==> src/rtl/mc_alu_if.sv <==
// rtl/mc_alu_if.sv - request/response bundle for the multicycle ALU
interface mc_alu_if #(
    parameter int WIDTH = 32
);
    logic             start;
    logic [3:0]       op;
    logic [WIDTH-1:0] operandA;
    logic [WIDTH-1:0] operandB;
    logic             carry_in;
    logic [WIDTH-1:0] result;
    logic [WIDTH-1:0] result_hi;
    logic             zero;
    logic             carry_out;
    logic             busy;
    logic             done;
    logic             div0;

    modport master (
        output start, op, operandA, operandB, carry_in,
        input  result, result_hi, zero, carry_out, busy, done, div0
    );

    modport slave (
        input  start, op, operandA, operandB, carry_in,
        output result, result_hi, zero, carry_out, busy, done, div0
    );
endinterface

==> src/rtl/mc_alu.sv <==
// rtl/mc_alu.sv - ALU with single-cycle logic/add ops and multicycle MULU/DIVU
// Optional divider: define MC_ALU_DIV_EN; otherwise DIVU completes in one cycle with zero results.
module mc_alu #(
    parameter int WIDTH = 32
) (
    input  logic     clk,
    input  logic     rst,
    mc_alu_if.slave  bus
);
    localparam int CNT_W = $clog2(WIDTH + 1);
    localparam logic [CNT_W-1:0] LAST = CNT_W'(WIDTH - 1);

    localparam logic [3:0] OP_AND   = 4'b0000;
    localparam logic [3:0] OP_OR    = 4'b0001;
    localparam logic [3:0] OP_ADD   = 4'b0010;
    localparam logic [3:0] OP_SLT   = 4'b0011;
    localparam logic [3:0] OP_SUB   = 4'b0110;
    localparam logic [3:0] OP_PASSB = 4'b0111;
    localparam logic [3:0] OP_MULU  = 4'b1000;
    localparam logic [3:0] OP_DIVU  = 4'b1001;

    typedef enum logic [1:0] {IDLE, RUN, DONE} state_t;
    state_t state, next_state;

    logic [CNT_W-1:0] cnt;
    logic [WIDTH-1:0] hi_reg, lo_reg, a_reg;
    logic [WIDTH-1:0] hi_n, lo_n;
    logic [WIDTH-1:0] result_r, result_hi_r;
    logic             zero_r, carry_out_r, div0_r, div0_n;
    logic             accept, accept_div, is_multi;

    assign accept   = bus.start && (state != RUN);
    assign is_multi = (bus.op == OP_MULU) || accept_div;

    // Single-cycle datapath; SUB and SLT share the inverted-operand adder
    logic             sub_mode;
    logic [WIDTH-1:0] b_eff;
    logic             c_eff;
    logic [WIDTH:0]   add_full;
    logic [WIDTH-1:0] sc_res;
    logic             sc_co;

    always_comb begin
        sub_mode = (bus.op == OP_SUB) || (bus.op == OP_SLT);
        b_eff    = sub_mode ? ~bus.operandB : bus.operandB;
        c_eff    = sub_mode ? ~bus.carry_in : bus.carry_in;
        add_full = {1'b0, bus.operandA} + {1'b0, b_eff} + {{WIDTH{1'b0}}, c_eff};
        sc_res   = bus.operandA & bus.operandB;
        sc_co    = 1'b0;
        case (bus.op)
            OP_OR:    sc_res = bus.operandA | bus.operandB;
            OP_ADD, OP_SUB: begin
                sc_res = add_full[WIDTH-1:0];
                sc_co  = add_full[WIDTH];
            end
            OP_SLT: begin
                sc_res = {{(WIDTH-1){1'b0}}, $signed(bus.operandA) < $signed(bus.operandB)};
                sc_co  = add_full[WIDTH];
            end
            OP_PASSB: sc_res = bus.operandB;
            OP_DIVU:  sc_res = '0;
            default:  sc_res = bus.operandA & bus.operandB;
        endcase
    end

    // Shift-add multiply: hi accumulates, lo holds the multiplier shifting out
    logic [WIDTH:0]   mul_sum;
    logic [WIDTH-1:0] mul_hi_n, mul_lo_n;

    always_comb begin
        mul_sum  = {1'b0, hi_reg} + (lo_reg[0] ? {1'b0, a_reg} : {(WIDTH+1){1'b0}});
        mul_hi_n = mul_sum[WIDTH:1];
        mul_lo_n = {mul_sum[0], lo_reg[WIDTH-1:1]};
    end

`ifdef MC_ALU_DIV_EN
    // Restoring divide: hi is the partial remainder, lo shifts dividend out and quotient in
    logic             is_div;
    logic [WIDTH:0]   shifted, diff;

    assign accept_div = (bus.op == OP_DIVU);

    always_comb begin
        shifted = {hi_reg, lo_reg[WIDTH-1]};
        diff    = shifted - {1'b0, a_reg};
        hi_n    = mul_hi_n;
        lo_n    = mul_lo_n;
        if (is_div) begin
            hi_n = diff[WIDTH] ? shifted[WIDTH-1:0] : diff[WIDTH-1:0];
            lo_n = {lo_reg[WIDTH-2:0], ~diff[WIDTH]};
        end
        div0_n = is_div && (a_reg == '0);
    end

    always_ff @(posedge clk or posedge rst) begin
        if (rst)
            is_div <= 1'b0;
        else if (accept)
            is_div <= accept_div;
    end
`else
    assign accept_div = 1'b0;
    assign hi_n       = mul_hi_n;
    assign lo_n       = mul_lo_n;
    assign div0_n     = 1'b0;
`endif

    always_ff @(posedge clk or posedge rst) begin
        if (rst)
            state <= IDLE;
        else
            state <= next_state;
    end

    always_comb begin
        next_state = state;
        case (state)
            IDLE, DONE: begin
                if (bus.start)
                    next_state = is_multi ? RUN : DONE;
                else if (state == DONE)
                    next_state = IDLE;
            end
            RUN:     if (cnt == LAST) next_state = DONE;
            default: next_state = IDLE;
        endcase
    end

    always_ff @(posedge clk or posedge rst) begin
        if (rst) begin
            cnt         <= '0;
            hi_reg      <= '0;
            lo_reg      <= '0;
            a_reg       <= '0;
            result_r    <= '0;
            result_hi_r <= '0;
            zero_r      <= 1'b1;
            carry_out_r <= 1'b0;
            div0_r      <= 1'b0;
        end else if (accept) begin
            cnt <= '0;
            if (is_multi) begin
                hi_reg <= '0;
                a_reg  <= accept_div ? bus.operandB : bus.operandA;
                lo_reg <= accept_div ? bus.operandA : bus.operandB;
            end else begin
                result_r    <= sc_res;
                result_hi_r <= '0;
                zero_r      <= (sc_res == '0);
                carry_out_r <= sc_co;
                div0_r      <= 1'b0;
            end
        end else if (state == RUN) begin
            cnt    <= cnt + 1'b1;
            hi_reg <= hi_n;
            lo_reg <= lo_n;
            if (cnt == LAST) begin
                result_r    <= lo_n;
                result_hi_r <= hi_n;
                zero_r      <= (lo_n == '0);
                carry_out_r <= 1'b0;
                div0_r      <= div0_n;
            end
        end
    end

    assign bus.result    = result_r;
    assign bus.result_hi = result_hi_r;
    assign bus.zero      = zero_r;
    assign bus.carry_out = carry_out_r;
    assign bus.div0      = div0_r;
    assign bus.busy      = (state == RUN);
    assign bus.done      = (state == DONE);
endmodule

==> src/flat_wrapper.sv <==
// flat-port wrapper written by rule: the top's interface ports become plain ports
module mc_alu_flat 
#(
    parameter int WIDTH = 32
)
  (clk, rst, bus_start, bus_op, bus_operandA, bus_operandB, bus_carry_in, bus_result, bus_result_hi, bus_zero, bus_carry_out, bus_busy, bus_done, bus_div0);
  mc_alu_if #(.WIDTH(WIDTH)) bus_i ();
  input  logic clk;
  input  logic rst;
  input wire logic [$bits(bus_i.start)-1:0] bus_start;
  input wire logic [$bits(bus_i.op)-1:0] bus_op;
  input wire logic [$bits(bus_i.operandA)-1:0] bus_operandA;
  input wire logic [$bits(bus_i.operandB)-1:0] bus_operandB;
  input wire logic [$bits(bus_i.carry_in)-1:0] bus_carry_in;
  output wire logic [$bits(bus_i.result)-1:0] bus_result;
  output wire logic [$bits(bus_i.result_hi)-1:0] bus_result_hi;
  output wire logic [$bits(bus_i.zero)-1:0] bus_zero;
  output wire logic [$bits(bus_i.carry_out)-1:0] bus_carry_out;
  output wire logic [$bits(bus_i.busy)-1:0] bus_busy;
  output wire logic [$bits(bus_i.done)-1:0] bus_done;
  output wire logic [$bits(bus_i.div0)-1:0] bus_div0;
  assign bus_i.start = bus_start;
  assign bus_i.op = bus_op;
  assign bus_i.operandA = bus_operandA;
  assign bus_i.operandB = bus_operandB;
  assign bus_i.carry_in = bus_carry_in;
  assign bus_result = bus_i.result;
  assign bus_result_hi = bus_i.result_hi;
  assign bus_zero = bus_i.zero;
  assign bus_carry_out = bus_i.carry_out;
  assign bus_busy = bus_i.busy;
  assign bus_done = bus_i.done;
  assign bus_div0 = bus_i.div0;
  mc_alu #(.WIDTH(WIDTH)) u_core (.clk(clk), .rst(rst), .bus(bus_i));
endmodule
==> config.mk <==
export PLATFORM = sky130hd
export DESIGN_NAME = mc_alu_flat
export DESIGN_NICKNAME = d
export VERILOG_FILES = /design/src/rtl/mc_alu_if.sv /design/src/rtl/mc_alu.sv /design/src/flat_wrapper.sv
export SDC_FILE = /design/constraint.sdc
export NUM_CORES = 1
export LEC_CHECK = 0
export ABC_AREA = 1
export ABC_CLOCK_PERIOD_IN_PS = 4800
export BUFFER_PORTS_ARGS = -buffer_cell sky130_fd_sc_hd__buf_4
export CAP_MARGIN = 15
export CORE_MARGIN = 5
export CORE_UTILIZATION = 55
export CTS_CLUSTER_DIAMETER = 100
export DETAILED_ROUTE_END_ITERATION = 10
export PLACE_DENSITY = 0.82
export SLEW_MARGIN = 20
export SYNTH_ARGS = -nofsm -noshare
export SYNTH_HDL_FRONTEND = slang
export SYNTH_SLANG_ARGS = --single-unit
export TNS_END_PERCENT = 30
==> constraint.sdc <==
create_clock -name clk -period 4.8 [get_ports clk]
set_input_delay 0.24 -clock clk [delete_from_list [all_inputs] [get_ports clk]]
set_output_delay 0.24 -clock clk [all_outputs]
set_load 0.02 [all_outputs]
==> results.yml <==
status:
  status: "finished clean"
min_path:
  min_path_type: "in2async"
routing:
  routed_wirelength_um: 43900
  vias: 14400
  post_drt_via_cell_ratio: 5.57
  dr.pass1.iters: 6
  wire_per_inst_um: 17.0
  route.detailed.drc: 0
  initialDrtViolationCount: 1420
  ant_nets: 0
cells_and_area:
  num-nets-final: 2461
  stdcell_count: 2577
  drive_gt1_frac: 0.121
  multi_input_area_mm2: 0.00874
  area_delta_synth_final_pct: 12.6
  antenna_cells: 0
  nFillCells: 2372
  register_area_mm2: 0.00426
power:
  power.internal_uw: 3570
  share_clk_of_total_power: 0.216
  p_seq_frac: 0.359
  swShare: 0.426
  power_density_mw_per_mm2: 380
  leakage_uw: 0.00897
  p_switching_uw: 2650
  vdd_drop_max_mv: 0.297
  power_frac_comb: 0.425
floorplan:
  die_h_um: 173
  die-area_mm2: 0.0298
  rows: 59
  pin_count: 141
  core_area_mm2: 0.0261
  start_util: 0.558
  die_w_um: 173
global_routing:
  grt.total_usage: 0.285
  grt_overflow: 0
  grt_max_degree: 171
  grt_pass1_vias: 13600
  antenna_found_initial: 1
  grt_pass1_wl_um: 70400
clock_network:
  postCtsHoldBufs: 0
  cts_tree: "yes"
  path_clk_slew_ps: 80
  post-cts-setup-buffers: 0
  numCtsBuffers: 17
  ctsResizeCount: 0
  root_buffer: "clkbuf_16"
  cts_max_level: 4
  clk-insertion-delay-late_ps: 430
  clkSinkCount: 170
  ctsLongestPathBuffers: 2
synthesis:
  yosysUniqueCellTypes: 49
  synth_top_area_frac: 0.291
  seq_area_frac_synth: 0.292
  ys_ff_latch: 170
  netlist_area_mm2: 0.0146
  yosys-top-cells-area: "dfrtp_1, nand2_1, ha_1, inv_1, o21ai_0"
  synth_cells: 2132
  synth_ff_type: "dfrtp_1"
  avgSynthCellArea_um2: 6.83
  synth_common_cells: "nand2_1, inv_1, dfrtp_1"
  yosysMostFrequentCell: "nand2_1"
  synth-edff-count: 0
  synth_nets: 2364
  yosys.area.top_type: "dfrtp_1"
  ys_async_sr_fraction: 1.00
  ys_warn_count: 0
worst_setup_path:
  cp-end-kind: "register"
  critPathLaunchType: "input port"
  worstPathRequired_ps: 5170
  ff2ff_path_depth: 11
  cp.arrival_ps: 4120
  setup.worst_path.class: "in2reg"
  cp_max_fo: 15
timing:
  setup_tns_ps: 0
  fin_hold_ws_ps: 75.7
  max_freq_ghz: 0.267
  slew_headroom: 0.311
  finalCriticalPeriod_ps: 3750
  setup_viol: 0
  hold_viol: 0
  drv_slew: 0
  fin_skew_ps: 18.5
  fin_crit_sh: 0.781
  rsz0062_at_grt: "no"
  tightest_slew_ps: 1030
job:
  max_cap_viol_count: 0
placed_design:
  dp_cells: 2545
  io_buffers: 139
  place.gp.congestion: 0.973
  dp_hpwl_um: 34600
-- path summary, 6_finish.rpt --
kind                       slack, ps                     start                  endpoint
max                             1050                 bus_op[3]           u_core.bus.zero
min                               80                       rst             u_core.cnt[1]
max reg2reg                     1290           u_core.state[0]     u_core.bus.result[26]
min reg2reg                      480  u_core.bus.result_hi[30]  u_core.bus.result_hi[30]
max in group asynchronous       4040                       rst     u_core.bus.result[25]
min in group clk                 100           bus_operandB[8]          u_core.lo_reg[8]
-- power by group through the flow --
stage,Combinational (uW),Sequential [uW],Clock [uW]
2_1_floorplan,1630,2340,0
3_3_place_gp,2540,2230,0
3_5_place_dp,2610,2240,0
4_1_cts,2630,2220,1360
5_1_grt,2940,2280,1420
6_report,2640,2230,1350
-- worst max-delay path, cell delays in order --
cell and delay, ps:
buf_4 110, inv_1 100, nand2_1 130, nor2_2 130
inv_1 140, o21ai_4 430, buf_4 370, xor2_1 180
inv_1 60, ha_1 360, nand2_1 150, nor2_1 310
nand2_1 140, nor3_1 170, nand2_1 140, nand3_1 100
nand2_1 50, nand3_1 120, nand2_1 70, nand2_1 110
nand4_1 130, nor2_1 110, nand4_1 100, a21oi_1 130
-- area by class of cell --
type / count / share of cell area
Clock inverter: 14 / 0.00894
Clock buffer: 18 / 0.0262
Inverter: 328 / 0.0754
Tap cell: 335 / 0.0256
Multi-Input combinational cell: 1562 / 0.533
Sequential cell: 170 / 0.260
Timing Repair Buffer: 150 / 0.0707
-- cell families (layout without fill, tap and decap cells) --
family	after synthesis	in the layout	share of synthesized area
flops	170	170	0.292
other cells	1	1	0.000258
simple gates	986	986	0.287
buf+inv	400	510	0.108
fa+ha+maj	160	160	0.139
compound gates	379	379	0.151
xor+xnor	36	36	0.0217
-- per-layer routing --
layer	vias up	global-route usage	routed length, um
met4	0	0.0812	1170
met2	591	0.464	20200
li1	7054	-	-
met5	-	0	0
met3	83	0.0360	2940
met1	6627	0.400	19500
-- cells in the final DEF, fill, tap and decap left out, types with 6 or more instances in the layout --
| cell | instances |
|---|---|
| nand2_1 | 610 |
| inv_1 | 314 |
| dfrtp_1 | 169 |
| ha_1 | 157 |
| o21ai_0 | 155 |
| nor2_1 | 150 |
| buf_4 | 148 |
| nand3_1 | 93 |
| a21oi_1 | 77 |
| or2_2 | 40 |
| xor2_1 | 35 |
| a31oi_1 | 33 |
| nand4_1 | 28 |
| o21a_1 | 28 |
| o211ai_1 | 27 |
| o22ai_1 | 25 |
| clkbuf_16 | 17 |
| inv_2 | 13 |
| nor3_1 | 13 |
| nor4_1 | 12 |
| nand3b_1 | 11 |
| o21ai_1 | 8 |
| nor2_2 | 8 |
| o21ai_2 | 7 |
| nand2_2 | 7 |
| o21bai_1 | 6 |
-- through the flow --
step | setup WS [ps] | instance area, um^2 | utilization | power (uW)
2_1_floorplan | 1390 | 14600 | - | 3960
3_3_place_gp | 722 | 15800 | 0.605 | 4770
3_5_place_dp | 714 | 15800 | 0.606 | 4850
4_1_cts | 1140 | 16400 | 0.629 | 6210
5_1_grt | 798 | 16400 | 0.629 | 6640
6_report | 1050 | 16400 | 0.629 | 6220
Note: power is estimated with default switching activity, not from simulation.
